==> src/rtl/sc_load_sequencer.sv <==
// MAROC slow-control load sequencer: latches a frame, resets the chip, then drives
// a load pass and a readback-verify pass through the serializer, retrying on failure.
module sc_load_sequencer #(
    parameter int unsigned FRAME_LEN  = 829,
    parameter int unsigned CNT_W      = 10,
    parameter int unsigned RST_CYCLES = 8,
    parameter int unsigned MAX_RETRY  = 3,
    parameter int unsigned TIMEOUT    = 4096
) (
    input  logic                 CK_in,
    input  logic                 rst,
    input  logic                 cfg_req,
    input  logic [FRAME_LEN-1:0] cfg_frame,
    output logic                 cfg_ack,
    output logic [FRAME_LEN-1:0] tx_frame,
    output logic                 tx_start,
    input  logic                 tx_busy,
    input  logic                 bit_strobe,
    input  logic                 q_sc,
    output logic                 rstn_sc,
    output logic                 busy,
    output logic                 done,
    output logic                 error,
    output logic [1:0]           retry_cnt,
    output logic [CNT_W-1:0]     mismatch_cnt
);

    localparam int unsigned TMR_W = $clog2(TIMEOUT + 1);
    localparam int unsigned RST_W = $clog2(RST_CYCLES + 1);
    localparam logic [CNT_W-1:0] FRAME_LEN_C = CNT_W'(FRAME_LEN);
    localparam logic [TMR_W-1:0] TMR_LAST    = TMR_W'(TIMEOUT - 1);
    localparam logic [RST_W-1:0] RST_LAST    = RST_W'(RST_CYCLES - 1);
    localparam logic [1:0]       MAX_RETRY_C = 2'(MAX_RETRY);

    typedef enum logic [2:0] {
        IDLE, CHIP_RST, LOAD_START, LOAD_WAIT, VERIFY_START, VERIFY_WAIT, FAIL, DONE
    } state_t;

    state_t           state;
    logic [RST_W-1:0] rst_cnt;
    logic [TMR_W-1:0] timer;
    logic [CNT_W-1:0] bit_cnt;
    logic             seen_busy;

    logic [CNT_W-1:0] bit_cnt_nx;
    logic [CNT_W-1:0] mism_nx;
    logic             bit_miss;
    logic             pass_end;

    // Bit counter saturates so an overlong pass can never wrap back to a valid count.
    always_comb begin
        bit_cnt_nx = bit_cnt;
        mism_nx    = mismatch_cnt;
        bit_miss   = 1'b0;
        if (bit_strobe) begin
            if (bit_cnt != '1)
                bit_cnt_nx = bit_cnt + 1'b1;
            if (bit_cnt < FRAME_LEN_C)
                bit_miss = q_sc ^ tx_frame[bit_cnt];
            if (bit_miss && (mismatch_cnt != '1))
                mism_nx = mismatch_cnt + 1'b1;
        end
    end

    assign pass_end = seen_busy && !tx_busy;

    always_ff @(posedge CK_in) begin
        if (rst) begin
            state        <= IDLE;
            cfg_ack      <= 1'b0;
            tx_start     <= 1'b0;
            busy         <= 1'b0;
            done         <= 1'b0;
            error        <= 1'b0;
            rstn_sc      <= 1'b1;
            tx_frame     <= '0;
            retry_cnt    <= '0;
            mismatch_cnt <= '0;
            rst_cnt      <= '0;
            timer        <= '0;
            bit_cnt      <= '0;
            seen_busy    <= 1'b0;
        end else begin
            cfg_ack  <= 1'b0;
            tx_start <= 1'b0;
            done     <= 1'b0;
            error    <= 1'b0;
            case (state)
                IDLE: begin
                    if (cfg_req) begin
                        cfg_ack      <= 1'b1;
                        tx_frame     <= cfg_frame;
                        retry_cnt    <= '0;
                        mismatch_cnt <= '0;
                        busy         <= 1'b1;
                        rstn_sc      <= 1'b0;
                        rst_cnt      <= '0;
                        state        <= CHIP_RST;
                    end
                end
                CHIP_RST: begin
                    if (rst_cnt == RST_LAST) begin
                        rstn_sc <= 1'b1;
                        state   <= LOAD_START;
                    end else begin
                        rst_cnt <= rst_cnt + 1'b1;
                    end
                end
                LOAD_START, VERIFY_START: begin
                    tx_start  <= 1'b1;
                    bit_cnt   <= '0;
                    timer     <= '0;
                    seen_busy <= 1'b0;
                    if (state == VERIFY_START) begin
                        mismatch_cnt <= '0;
                        state        <= VERIFY_WAIT;
                    end else begin
                        state <= LOAD_WAIT;
                    end
                end
                LOAD_WAIT, VERIFY_WAIT: begin
                    timer   <= timer + 1'b1;
                    bit_cnt <= bit_cnt_nx;
                    if (tx_busy)
                        seen_busy <= 1'b1;
                    if (state == VERIFY_WAIT)
                        mismatch_cnt <= mism_nx;
                    if (pass_end) begin
                        if (state == LOAD_WAIT)
                            state <= (bit_cnt_nx == FRAME_LEN_C) ? VERIFY_START : FAIL;
                        else
                            state <= ((bit_cnt_nx == FRAME_LEN_C) && (mism_nx == '0)) ? DONE : FAIL;
                    end else if (timer == TMR_LAST) begin
                        state <= FAIL;
                    end
                end
                FAIL: begin
                    // Retries skip the chip reset and go straight back to loading.
                    if (retry_cnt < MAX_RETRY_C) begin
                        retry_cnt <= retry_cnt + 1'b1;
                        state     <= LOAD_START;
                    end else begin
                        error <= 1'b1;
                        busy  <= 1'b0;
                        state <= IDLE;
                    end
                end
                DONE: begin
                    done  <= 1'b1;
                    busy  <= 1'b0;
                    state <= IDLE;
                end
                default: state <= IDLE;
            endcase
        end
    end

endmodule

==> config.mk <==
export PLATFORM = sky130hd
export DESIGN_NAME = sc_load_sequencer
export DESIGN_NICKNAME = d
export VERILOG_FILES = /design/src/rtl/sc_load_sequencer.sv
export SDC_FILE = /design/constraint.sdc
export NUM_CORES = 2
export LEC_CHECK = 0
export CAP_MARGIN = 10
export CELL_PAD_IN_SITES_DETAIL_PLACEMENT = 1
export CELL_PAD_IN_SITES_GLOBAL_PLACEMENT = 2
export CORE_AREA = 8 8 647 649
export CTS_CLUSTER_SIZE = 10
export DETAILED_ROUTE_END_ITERATION = 10
export DIE_AREA = 0 0 655 657
export PLACE_DENSITY_LB_ADDON = 0.1
export SLEW_MARGIN = 20
export SYNTH_ARGS = -nofsm -noshare
export SYNTH_HDL_FRONTEND = slang
export SYNTH_SLANG_ARGS = --single-unit
==> constraint.sdc <==
create_clock -name CK_in -period 6.49 [get_ports CK_in]
set_clock_uncertainty 0.2 [all_clocks]
set_input_delay 1.298 -clock CK_in [delete_from_list [all_inputs] [get_ports CK_in]]
set_output_delay 1.298 -clock CK_in [all_outputs]
set_load 0.03 [all_outputs]
# Yosys cells after proc, flatten, opt, wreduce, memory -nomap -nowiden
# Index checks and enable logic that the tools add are counted.
# totals
output_inout_bits	847
elab_cells	111
regBits	878
inputBits	835
# op_classes
add_sub_neg	5
eq_ne	21
reduce_logical	23
n_mux	42
magnitude_cmp	3
bitwise	3
# op_table
cell	count
$mux W10	7
$pmux W10 S3	1
$pmux W13 S2	1
$add A10 B1 Y10 const B	2
$ne A10 B10 Y1 const B	2
$pmux W10 S2	1
$pmux W3 S6	1
$ne A2 B2 Y1 const B	8
$mux W3	5
$reduce_and A3 Y1	5
$add A13 B1 Y13 const B	1
$eq A13 B12 Y1 const B	1
$mux W1	13
$eq A3 B3 Y1 const B	4
$lt A10 B11 Y1 const B	1
$bmux W1 S10	1
$eq A10 B10 Y1 const B	1
$logic_not A10 Y1	1
$lt A10 B10 Y1 const B	1
$mux W2	5
$mux W4	2
$pmux W4 S2	1
$reduce_or A2 Y1	4
$eq A3 B2 Y1 const B	2
18 further kinds	26

# Longest topological paths before layout
# depth
word_depth	14
mapped_depth	17
ltp_nobuf	11

# Least setup slack after synthesis
# Ideal clock, no wire load.
# synth_timing
path_type	reg2reg
from	register bit_cnt[0]
to	register mismatch_cnt[3]
setup_ns	0.074
t_required_ns	6.216
period_less_slack_ns	3.454
stages_incl_launch_ff	13
arrival_ns	3.179
path_buffers	3
slack_ns	3.036
path_cell_list	dfxtp_1 buf_6 buf_6 buf_4 mux4_2 mux4_2 nand2_1 a31oi_1 a211oi_2 a21o_4 nand3_4 or4b_1 a31oi_1
# synth_via
elab_chain_cells	10
word_cells_on_any_way	11
classes_between	order compare: 1; mux: 8; bitwise: 1; reduce/logical: 1
# synth_rtl
item	line	source
start, declared	42	logic [CNT_W-1:0] bit_cnt;
start signal, assigned	123	bit_cnt <= bit_cnt_nx;
$bmux W1 S10	59	bit_miss = q_sc ^ tx_frame[bit_cnt];
$mux W1 (implied by the code)	59	
$xor A1 B1 Y1	59	
$mux W1 *	58	if (bit_cnt < FRAME_LEN_C)
$mux W1 *	55	if (bit_strobe) begin
$logic_and A1 B1 Y1 *	60	if (bit_miss && (mismatch_cnt != '1))
$mux W10 *	60	
$mux W10 *	55	
$mux W10 *	126	if (state == VERIFY_WAIT)
$pmux W10 S3 *	88	case (state)
end signal, assigned	127	mismatch_cnt <= mism_nx;
end, declared	25	output logic [CNT_W-1:0] mismatch_cnt
# Mark *: on every way between the ends. The rest lies on a longest branch, timed or not. The select of a mux whose other input is x is not followed.
# A chain may end at the register's enable or synchronous reset.

# Final worst setup path
# Ends and elaborated chain as after synthesis.

==> results.yml <==
run_status:
  status: "finished, final reports clean"
critical_path:
  crit_path_max_incr_delay_ns: 0.80
  crit_family: "compound AO/OA/AOI/OAI gates"
  crit_type: "reg2reg"
  start_kind: "register"
  crit_start: "bit_cnt[0]"
  reg2reg_from: "bit_cnt[0]"
  critPathSlowestCell: "dfxtp_4"
  end_kind: "register"
  cp_max_fo: 32
  path_cells: "buf_12, mux4_2, mux4_2, nand2b_1, a31oi_1, nor4_1, a211oi_2, buf_4, a21o_4, nand3_4, or4b_1, a31oi_1"
  path_buf_inv: 2
  cp.required_ns: 7.02
  arrival_ns: 6.32
final_layout:
  area_growth_pct: 82.8
  finalInstanceArea_sq_um: 62900
  final_layout_size_suffix_gt1_frac: 0.123
  fin_util: 0.154
  final_nets: 5300
routing:
  ant_nets: 0
  first_pass_iters: 7
  routed_via_density: 3.43
  drt_iter0_drc: 1666
  drcViolationCount: 0
  wl_per_cell_um: 38.2
  drt_wl_total_um: 384000
  vias: 34545
clocking:
  root_buffer: "clkbuf_16"
  cts_buffer_depth: 4
  clk_pin_slew_ns: 0.06
  cts_tree: "built"
  cts_setup_buffers: 0
  cts_max_level: 4
  cts_resized: 0
  cts_hold_buffers: 0
  clk_latency_ns: 0.86
  cts_sinks: 878
  cts_buffers: 145
timing:
  tns_ns: 0
  worst_pin_slew_ns: 1.11
  slew_viol_final: 0
  min_period_ns: 5.79
  setup_viol: 0
  max_freq_mhz: 173
  rsz0062_at_grt: "false"
  hold_violations: 0
  fin_crit_sh: 0.892
  relSlewSlack: 0.256
grt:
  global_route.overflow_total: 0
  grtUsageTotal: 0.171
  grt_pass1_vias: 36715
  grt_max_degree: 110
  antenna_found_initial: 261
  grt_pass1_wl_um: 476000
logic_synthesis:
  avgSynthCellArea_sq_um: 12.3
  synth_cells: 2802
  postSynth.asyncResetShare: 0
  synth_edf_count: 0
  yosysMostFrequentCell: "dfxtp_1"
  synth_seq_area_share: 0.511
  synth_common_cells: "dfxtp_1, a22o_1, clkbuf_1"
  synth-warning-count: 0
  ys_seq_elements: 878
  netlist_area_sq_um: 34400
  synth_fp_nets: 3643
  synth.area.top_cells: "dfxtp_1, a22o_1, mux4_2"
  synth_top_area_cell: "dfxtp_1"
  yosysTopAreaCellShare: 0.511
  yosys_most_used_dff: "dfxtp_1"
  synthDistinctLibCells: 74
flow_run:
  cap_violations: 0
die:
  core_sq_um: 408000
  die_w_um: 655
  pin_count: 1682
  initial_utilization: 0.0843
  die_y_um: 657
  rows: 235
  dieArea_sq_um: 430000
placement:
  place.gp.congestion: 0.794
  place_area_sq_um: 58000
  hpwl_um: 322000
  port_buffers: 1681
power:
  peakVddDrop_mv: 0.188
  p_leak_nw: 21.6
  power_density_nw_per_um2: 317
worst_hold_path:
  hold_path.class: "reg2reg"
  min_from: "seen_busy"
[area by class of cell]
cell class | instances | area (sq um)
clock inverters | 46 | 576
inverters | 19 | 81.3
repair buffers | 1792 | 18000
well taps | 5451 | 6820
fillers | 46640 | 345000
clock buffers | 210 | 4160
multi-input cells | 1623 | 15500
flip-flops and latches | 878 | 17600
diodes | 43 | 108
[worst min-delay path: stages, from the launching register on]
cell and delay, ns:
dfxtp_1 0.32, a21oi_1 0.04, nor2_1 0.07
[cells in the final DEF (no fill, tap or decap), types with 8 or more instances in the layout]
cell / instances
clkinv_2: 23
mux2_2: 10
nor3_1: 24
a211oi_1: 12
mux2i_1: 76
diode_2: 43
clkdlybuf4s50_1: 1681
a21oi_1: 30
nand4_1: 12
o21ai_0: 20
mux4_2: 190
clkbuf_1: 39
and2_1: 13
nand2_1: 94
o22ai_1: 8
buf_4: 83
clkbuf_16: 147
a31oi_1: 16
inv_1: 14
xor2_1: 12
nor2_1: 77
a22o_1: 830
dfxtp_1: 870
bufinv_16: 9
xnor2_1: 10
a22oi_1: 16
buf_12: 28
clkbuf_8: 24
nand3_1: 25
a221oi_1: 11
nor4_1: 8
and3_1: 11
[kinds of logic after synthesis]
| logic type | after synthesis | synth area share |
|---|---|---|
| AOI/OAI and AO/OA | 1005 | 0.248 |
| xor gates and xnor gates | 22 | 0.00560 |
| adders and majority gates | 6 | 0.00218 |
| buffers and inverters | 301 | 0.0392 |
| DFF | 878 | 0.511 |
| muxes | 277 | 0.151 |
| and+or+nand+nor | 313 | 0.0437 |
[power by group]
part	switching [mW]	leakage (nW)	internal, mW
logic	2.88	12.1	2.02
clock network	3.31	2.33	4.82
registers	0.946	7.20	5.96
total	7.14	21.6	12.8
[per-layer routing]
| metal | GRT usage | vias up | routed length, um |
|---|---|---|---|
| li1 | - | 14567 | - |
| met1 | 0.183 | 17765 | 141000 |
| met2 | 0.324 | 1519 | 202000 |
| met3 | 0.0593 | 604 | 31000 |
| met4 | 0.0305 | 90 | 8470 |
| met5 | 0 | - | 576 |
[registers in the layout (all words and copies together) (netlist names)]
signal and flops:
rstn_sc 1, state 3, rst_cnt 4, busy 1
tx_frame 829, mismatch_cnt 10, tx_start 1, timer 13
retry_cnt 2, cfg_ack 1, bit_cnt 10, seen_busy 1
done 1, error 1
[worst paths after layout]
check                         end  slack, ns  depth (start not counted)
setup / recovery  mismatch_cnt[3]       0.70                         12
setup reg to reg  mismatch_cnt[3]       0.70                         12
hold / removal          seen_busy       0.28                          2
hold reg to reg         seen_busy       0.28                          2
[per-stage QoR]
step	cells	worst slack [ns]	power, mW	hold WS, ns
after floorplan	2802	3.04	8.62	0.238
after global placement	9763	0.443	12.1	0.255
final	10062	0.698	19.9	0.278
after CTS	10019	0.434	20.6	0.284
after global routing	10027	0.398	20.8	0.315
after detailed placement	9763	0.467	12.1	0.269
(Power assumes the default switching activity.)
